$ cat src/rtl/core_mau_ctrl_if.sv
// Exec-stage request, MAU-side and data-bus signals of the MAU controller.
interface core_mau_ctrl_if;
    logic        req_vld_i;
    logic        req_rdy_o;
    logic [4:0]  req_func_i;
    logic [31:0] req_addr_i;
    logic [5:0]  mau_func_o;
    logic [1:0]  mau_addr_o;
    logic [31:0] mau_rdata_o;
    logic        bus_req_o;
    logic [31:0] bus_addr_o;
    logic        bus_ack_i;
    logic [31:0] bus_rdata_i;
    logic        stall_o;
    logic        done_o;
    logic        err_o;
    logic [1:0]  err_code_o;

    // Controller side
    modport slave (
        input  req_vld_i, req_func_i, req_addr_i, bus_ack_i, bus_rdata_i,
        output req_rdy_o, mau_func_o, mau_addr_o, mau_rdata_o, bus_req_o,
        output bus_addr_o, stall_o, done_o, err_o, err_code_o
    );

    // Exec stage / bus side
    modport master (
        output req_vld_i, req_func_i, req_addr_i, bus_ack_i, bus_rdata_i,
        input  req_rdy_o, mau_func_o, mau_addr_o, mau_rdata_o, bus_req_o,
        input  bus_addr_o, stall_o, done_o, err_o, err_code_o
    );
endinterface

$ cat src/rtl/core_mau_ctrl.sv
// MAU sequencer: one load/store in flight between exec stage and data bus.
// func = {unsigned, size[1:0], load, store}; size 01 = byte, 10 = half,
// 00 = word, 11 = illegal.
module core_mau_ctrl #(
    parameter int TIMEOUT_CYC = 255,
    parameter int CNT_W       = 8
) (
    input logic          clk_i,
    input logic          rst_n_i,
    core_mau_ctrl_if.slave m
);
    localparam logic [CNT_W-1:0] CNT_LAST = CNT_W'(TIMEOUT_CYC - 1);

    typedef enum logic [2:0] {IDLE, ACC, RESP, DONE, ERR} state_t;

    state_t           state;
    logic [CNT_W-1:0] cnt;
    logic [1:0]       size;
    logic             illegal;
    logic             misal;

    // Request decode for the accept decision in IDLE
    always_comb begin
        size    = m.req_func_i[3:2];
        illegal = (m.req_func_i[1] == m.req_func_i[0]) || (size == 2'b11);
        misal   = ((size == 2'b10) && m.req_addr_i[0]) ||
                  ((size == 2'b00) && (m.req_addr_i[1:0] != 2'b00));
    end

    assign m.req_rdy_o = (state == IDLE);

    // Sequencer with registered outputs; pulses default low every cycle
    always_ff @(posedge clk_i or negedge rst_n_i) begin
        if (!rst_n_i) begin
            state         <= IDLE;
            cnt           <= '0;
            m.mau_func_o  <= '0;
            m.mau_addr_o  <= '0;
            m.mau_rdata_o <= '0;
            m.bus_req_o   <= 1'b0;
            m.bus_addr_o  <= '0;
            m.stall_o     <= 1'b0;
            m.done_o      <= 1'b0;
            m.err_o       <= 1'b0;
            m.err_code_o  <= '0;
        end else begin
            m.done_o <= 1'b0;
            m.err_o  <= 1'b0;
            case (state)
                IDLE: if (m.req_vld_i) begin
                    if (illegal) begin
                        state        <= ERR;
                        m.err_o      <= 1'b1;
                        m.err_code_o <= 2'b11;
                    end else if (misal) begin
                        state        <= ERR;
                        m.err_o      <= 1'b1;
                        m.err_code_o <= 2'b01;
                    end else begin
                        state        <= ACC;
                        cnt          <= '0;
                        m.bus_req_o  <= 1'b1;
                        m.bus_addr_o <= {m.req_addr_i[31:2], 2'b00};
                        m.mau_func_o <= {1'b0, m.req_func_i};
                        m.mau_addr_o <= m.req_addr_i[1:0];
                        m.stall_o    <= 1'b1;
                    end
                end
                ACC: begin
                    if (m.bus_ack_i) begin
                        // ack beats a timeout landing in the same cycle
                        m.bus_req_o <= 1'b0;
                        m.stall_o   <= 1'b0;
                        m.done_o    <= 1'b1;
                        if (m.mau_func_o[1]) begin
                            state            <= RESP;
                            m.mau_rdata_o    <= m.bus_rdata_i;
                            m.mau_func_o[5]  <= 1'b1;
                        end else begin
                            state        <= DONE;
                            m.mau_func_o <= '0;
                            m.mau_addr_o <= '0;
                        end
                    end else if (cnt == CNT_LAST) begin
                        state        <= ERR;
                        m.bus_req_o  <= 1'b0;
                        m.stall_o    <= 1'b0;
                        m.mau_func_o <= '0;
                        m.mau_addr_o <= '0;
                        m.err_o      <= 1'b1;
                        m.err_code_o <= 2'b10;
                    end else begin
                        cnt <= cnt + 1'b1;
                    end
                end
                default: begin
                    state        <= IDLE;
                    m.mau_func_o <= '0;
                    m.mau_addr_o <= '0;
                end
            endcase
        end
    end
endmodule

$ cat src/flat_wrapper.sv
// flat-port wrapper written by rule: the top's interface ports become plain ports
module core_mau_ctrl_flat 
#(
    parameter int TIMEOUT_CYC = 255,
    parameter int CNT_W       = 8
)
  (clk_i, rst_n_i, m_req_vld_i, m_req_func_i, m_req_addr_i, m_bus_ack_i, m_bus_rdata_i, m_req_rdy_o, m_mau_func_o, m_mau_addr_o, m_mau_rdata_o, m_bus_req_o, m_bus_addr_o, m_stall_o, m_done_o, m_err_o, m_err_code_o);
  core_mau_ctrl_if m_i ();
  input logic clk_i;
  input logic rst_n_i;
  input wire logic [$bits(m_i.req_vld_i)-1:0] m_req_vld_i;
  input wire logic [$bits(m_i.req_func_i)-1:0] m_req_func_i;
  input wire logic [$bits(m_i.req_addr_i)-1:0] m_req_addr_i;
  input wire logic [$bits(m_i.bus_ack_i)-1:0] m_bus_ack_i;
  input wire logic [$bits(m_i.bus_rdata_i)-1:0] m_bus_rdata_i;
  output wire logic [$bits(m_i.req_rdy_o)-1:0] m_req_rdy_o;
  output wire logic [$bits(m_i.mau_func_o)-1:0] m_mau_func_o;
  output wire logic [$bits(m_i.mau_addr_o)-1:0] m_mau_addr_o;
  output wire logic [$bits(m_i.mau_rdata_o)-1:0] m_mau_rdata_o;
  output wire logic [$bits(m_i.bus_req_o)-1:0] m_bus_req_o;
  output wire logic [$bits(m_i.bus_addr_o)-1:0] m_bus_addr_o;
  output wire logic [$bits(m_i.stall_o)-1:0] m_stall_o;
  output wire logic [$bits(m_i.done_o)-1:0] m_done_o;
  output wire logic [$bits(m_i.err_o)-1:0] m_err_o;
  output wire logic [$bits(m_i.err_code_o)-1:0] m_err_code_o;
  assign m_i.req_vld_i = m_req_vld_i;
  assign m_i.req_func_i = m_req_func_i;
  assign m_i.req_addr_i = m_req_addr_i;
  assign m_i.bus_ack_i = m_bus_ack_i;
  assign m_i.bus_rdata_i = m_bus_rdata_i;
  assign m_req_rdy_o = m_i.req_rdy_o;
  assign m_mau_func_o = m_i.mau_func_o;
  assign m_mau_addr_o = m_i.mau_addr_o;
  assign m_mau_rdata_o = m_i.mau_rdata_o;
  assign m_bus_req_o = m_i.bus_req_o;
  assign m_bus_addr_o = m_i.bus_addr_o;
  assign m_stall_o = m_i.stall_o;
  assign m_done_o = m_i.done_o;
  assign m_err_o = m_i.err_o;
  assign m_err_code_o = m_i.err_code_o;
  core_mau_ctrl #(.TIMEOUT_CYC(TIMEOUT_CYC), .CNT_W(CNT_W)) u_core (.clk_i(clk_i), .rst_n_i(rst_n_i), .m(m_i));
endmodule
$ cat config.mk
export PLATFORM = sky130hd
export DESIGN_NAME = core_mau_ctrl_flat
export DESIGN_NICKNAME = d
export VERILOG_FILES = /design/src/rtl/core_mau_ctrl_if.sv /design/src/rtl/core_mau_ctrl.sv /design/src/flat_wrapper.sv
export SDC_FILE = /design/constraint.sdc
export NUM_CORES = 1
export LEC_CHECK = 0
export BUFFER_PORTS_ARGS = -buffer_cell sky130_fd_sc_hd__buf_2
export CORE_MARGIN = 3
export CORE_UTILIZATION = 43
export DETAILED_ROUTE_END_ITERATION = 8
export PLACE_DENSITY = 0.88
export SLEW_MARGIN = 10
export SYNTH_ARGS = -nofsm -noshare
export SYNTH_HDL_FRONTEND = slang
export SYNTH_SLANG_ARGS = --single-unit
$ cat constraint.sdc
create_clock -name clk_i -period 1.68 [get_ports clk_i]
set_input_delay 0 -clock clk_i [delete_from_list [all_inputs] [get_ports clk_i]]
set_output_delay 0 -clock clk_i [all_outputs]
set_load 0.03 [all_outputs]
; Word-level counts from Yosys, hierarchy flattened
; Index checks and enable logic that the tools add are counted.
[totals]
reg_bits = 86
word_cells = 92
in_bits = 73
[op_classes]
bitwise_logic = 2
mux = 48
n_reduce_logical = 16
addsub = 1
eq_ne = 14
[ops]
columns = cell, n
row1 = two-way mux 8 bit, 5
row2 = two-way mux 6 bit, 5
row3 = two-way mux 2 bit, 11
row4 = one-hot mux 8 bit (2 select lines), 1
row5 = two-way mux 3 bit, 5
row6 = AND reduction 5 bit, 3
row7 = two-way mux 1 bit, 14
row8 = one-hot mux 6 bit (2 select lines), 1
row9 = inequality test 2 bit (second input constant), 5
row10 = adder 8 x 1 -> 8 bit (second input constant), 1
row11 = == test 8 bit (second input constant), 1
row12 = one-hot mux 2 bit (2 select lines), 2
row13 = AND reduction 4 bit, 2
row14 = one-hot mux 3 bit (2 select lines), 1
row15 = AND reduction 6 bit, 1
row16 = two-way mux 5 bit, 1
row17 = == test 2 bit (second input constant), 2
row18 = one-hot mux 1 bit (2 select lines), 2
row19 = nonzero test 2 bit, 2
row20 = == test 3 x 1 -> 1 bit (second input constant), 1
row21 = logical NOT 3 bit, 1
row22 = inequality test 3 x 1 -> 1 bit (second input constant), 1
row23 = inequality test 3 x 2 -> 1 bit (second input constant), 1
row24 = inequality test 3 bit (second input constant), 1
row25 = 8 further kinds, 11

; Depth between registers and ports, before layout
[depth]
word_depth = 7
ltp_mapped = 7
depth_no_buf = 7

; Worst setup path after synthesis
; OpenSTA, ideal clock, no wires.
[synth_timing]
path_kind = reg-to-reg
from = reg u_core.state[1]
to = reg u_core.m.bus_addr_o[18]
slack_ns = -0.119
path_buffers = 1
t_arrival_ns = 1.672
t_required_ns = 1.553
period_less_slack_ns = 1.799
setup_ns = 0.127
path_stages_with_launch = 7
path_cell_list = dfrtp_1 > or3_4 > clkinv_2 > nand2_4 > nor2_8 > buf_6 > mux2_1
[synth_via]
elab_chain_cells = 2
[synth_rtl]
columns = element, line
row1 = start: declaration, core_mau_ctrl.sv:16  ; state_t state;
row2 = start signal: assignment, core_mau_ctrl.sv:35  ; state <= IDLE;
row3 = start signal: assignment, core_mau_ctrl.sv:52  ; state <= ERR;
row4 = start signal: assignment, core_mau_ctrl.sv:56  ; state <= ERR;
row5 = logical NOT 3 bit, --
row6 = net m_req_rdy_o, flat_wrapper.sv:16  ; output wire logic [$bits(m_i.req_rdy_o)-1:0] m_req_rdy_o;
row7 = AND reduction 4 bit (no line), --
row8 = end signal: assignment, core_mau_ctrl.sv:63  ; m.bus_addr_o <= {m.req_addr_i[31:2], 2'b00};
row9 = end: declaration, core_mau_ctrl_if.sv:23  ; output bus_addr_o, stall_o, done_o, err_o, err_code_o
; The timed path passes the listed nets, and every way through them passes these cells.
; A chain may end at the register's enable or synchronous reset.

; Worst setup path after layout
[layout_timing]
from = reg u_core.state[0]
to = reg u_core.m.bus_addr_o[2]
[layout_via]
elab_chain_cells = 2
[layout_rtl]
columns = element, line
row1 = logical NOT 3 bit, core_mau_ctrl.sv:49  ; case (state)
row2 = AND reduction 4 bit (no line), --
; No other way between the ends.

==> flow_summary.yaml <==
pwr:
  internal-power_uw: 5560
  seq_power_share_pct: 34.9
  combPwrFrac_pct: 47.7
  power_leakage_uw: 0.00294
  ir_drop_mv: 1.20
  switchingPower_uw: 3870
  total_power_uw: 9430
  power_density_mw_per_mm2: 1670
  switching_share_pct: 41.1
  clockPowerShare_pct: 17.4
timing:
  hold_viol: 1
  whs_ns: -0.00660
  setup_ws_ns: -0.0226
  final.min_clock_period_ns: 1.70
  period_share_pct: 101
  fin_worst_skew_ns: 0.0135
  fmax_ghz: 0.587
  slew_headroom_pct: 62.5
  slew_viol_final: 0
  setup_viol: 13
  worst_pin_slew_ns: 0.563
  rsz0062_at_grt: "yes"
drt:
  post-route-drc-count: 0
  wire_per_inst_um: 17.6
  vias: 2960
  drtIter0Drc: 54
  dr.pass1.iters: 4
  ant_nets: 0
  via_per_inst: 5.03
  wirelength_mm: 10.4
logic_synthesis:
  synth_top_area_cell: "dfrtp_1"
  synth-edff-count: 0
  syn_area_per_cell_um2: 15.0
  syn-cell-area_mm2: 0.00358
  yosysSeqAreaShare_pct: 60.1
  synthArstFlopShare_pct: 100
  syn_inst: 238
  yosys_warnings: 0
  yosys_register_bits: 86
  yosysTopAreaCellShare_pct: 60.1
  synth_ff_type: "dfrtp_1"
  synthTopCellsByArea: "dfrtp_1, mux2_2, mux2_4"
  synth_cell_types: 43
finish:
  fin_nets: 557
  multi_input_area_mm2: 0.00140
  drive_gt1_share_pct: 54.8
  post-route-util_pct: 71.4
  design_area_mm2: 0.00563
  nFillCells: 524
  area_delta_synth_final_pct: 57.3
  ff_latch_area_mm2: 0.00215
  antenna_cells: 0
  layout_commonest_cell: "buf_2"
  layoutNonFillerInstCount: 589
  layout_common_cells: "buf_2, dfrtp_1, dlygate4sd3_1"
setup_path:
  ff2ff_path_depth: 6
  critPathRequiredTime_ns: 1.90
  critPathArrivalTime_ns: 1.93
  reg2reg_slack_ns: -0.02
  r2r-start: "u_core.state[0]"
  worstPathMaxFanout: 9
  worstSetupPathType: "flip-flop to flip-flop"
  r2r_end: "u_core.m.bus_addr_o[2]"
  end_kind: "flip-flop"
  start_kind: "flip-flop"
die:
  die_h_um: 97.3
  row_count: 32
  initial_utilization_pct: 45.4
  ios: 152
  die_x_um: 97.3
  die_area_mm2: 0.00946
  core_area_mm2: 0.00789
cts:
  cts.reportedPaths.clkPinSlew_ns: 0.09
  clkSinkCount: 86
  clk_latency_ns: 0.35
  cts_tree: "done"
  clock_tree.root_cell: "clkbuf_8"
  cts_buffers: 9
  h-tree-depth: 3
  clock_path_buffers: 2
global_routing:
  grt_max_degree: 45
  overflow: 0
  antenna_found_initial: 0
  first_global_vias: 3348
  grt_pass1_wl_mm: 16.2
  grt_usage_pct: 21.3
place:
  io_buffers: 149
  place_congestion: 0.813
  placed_cell_area_mm2: 0.00456
  dp.cells: 497
  dp_hpwl_mm: 6.14
hold_path:
  hp-class: "input port to flip-flop"
  holdPathStages: 3
  min_from: "m_req_vld_i"
  holdPathEnd: "u_core.m.bus_req_o"
run_status:
  violations: "hold timing, setup timing"
  outcome: "complete, but fails checks"
run:
  maxCapViolations: 0
[state kept, by name, indices dropped and copies added, names as in the netlist]
register,flops
u_core.cnt,8
u_core.m.bus_addr_o,30
u_core.m.bus_req_o,1
u_core.m.done_o,1
u_core.m.err_code_o,2
u_core.m.err_o,1
u_core.m.mau_addr_o,2
u_core.m.mau_func_o,6
u_core.m.mau_rdata_o,32
u_core.state,3
[what timing repair did]
| action | 4_1_cts | 5_1_grt |
|---|---|---|
| resized for setup | 2 | 12 |
| hold buffers | 70 | 0 |
| pin swaps | 2 | 4 |
| endpoints found under the hold margin | 113 | 0 |
| setup buffers | 1 | 3 |
| setup endpoints to repair | 27 | 61 |
| gates cloned | 0 | 2 |
[kinds of logic (layout without fill, tap and decap cells)]
kind of cell	after synthesis	after routing	synth area share (%)
DFF	86	86	60.1
other	1	2	0.105
adders and majority gates	2	2	0.699
AOI/OAI and AO/OA	31	31	6.78
muxes	65	65	22.4
and+or+nand+nor	39	39	6.71
xor gates and xnor gates	1	1	0.245
buffers and inverters	13	261	2.93
[routing by layer]
layer	vias up	share of wire (%)	track usage, %	wire (um)
li1	1328	-	-	-
met2	142	52	37.3	5430
met4	0	3.3	10.4	338
met5	-	0	0	0
met3	30	6.7	6.32	697
met1	1460	38	23.7	3910
[critical path, stage by stage (launching register included)]
cell,delay [ns]
dfrtp_1,0.39
or3_4,0.43
clkinv_8,0.07
nand2_8,0.05
nor2_8,0.15
clkbuf_16,0.20
mux2_4,0.30
[per-stage QoR]
stage          hold slack (ns)  worst slack, ns  TNS (ns)
5_1_grt                0.00481          -0.0703     -1.46
2_1_floorplan           -0.296          -0.0587     -1.35
3_5_place_dp            0.0272          -0.0590    -0.426
3_3_place_gp            0.0204         -0.00790   -0.0227
6_report              -0.00660          -0.0226    -0.148
4_1_cts                -0.0232          -0.0552    -0.402
[Yosys cell counts (2+ instances only)]
master / count
a22o_1: 6
buf_12: 2
buf_2: 3
buf_4: 3
dfrtp_1: 86
ha_1: 2
inv_1: 3
mux2_1: 3
mux2_2: 39
mux2_4: 20
mux2i_1: 3
nand2_1: 12
nand3_1: 5
nor2_1: 8
nor2b_1: 2
o211a_1: 2
o21ai_0: 10
o31ai_1: 4
[power by group through the flow]
stage	Combinational [uW]	Clock (uW)	Sequential [uW]
floorplan	1400	0	4720
global placement	4050	0	3240
detailed placement	4150	0	3290
CTS	4310	1680	3260
global route	4730	1770	3370
finish	4500	1640	3300
[how the worst max path moves through the flow]
stage / cells past startpoint / slack [ns] / start / end
after floorplan: 6 / -0.06 / u_core.state[1] / u_core.m.bus_addr_o[10]
after global placement: 6 / -0.008 / u_core.state[0] / u_core.m.bus_addr_o[27]
after detailed placement: 6 / -0.06 / u_core.state[0] / u_core.m.bus_addr_o[27]
after CTS: 6 / -0.06 / u_core.state[0] / u_core.m.bus_addr_o[21]
after global routing: 6 / -0.07 / u_core.state[0] / u_core.m.bus_addr_o[2]
final: 6 / -0.02 / u_core.state[0] / u_core.m.bus_addr_o[2]
[layout make-up]
cell class / count / share of cell area (%)
clock buffers: 10 / 2.44
clock inverters: 6 / 1.69
inverters: 4 / 0.489
multi-input cells: 140 / 24.8
flip-flops and latches: 86 / 38.2
well taps: 102 / 2.27
repair buffers: 241 / 30.1
Note: power is estimated with default switching activity, not from simulation.
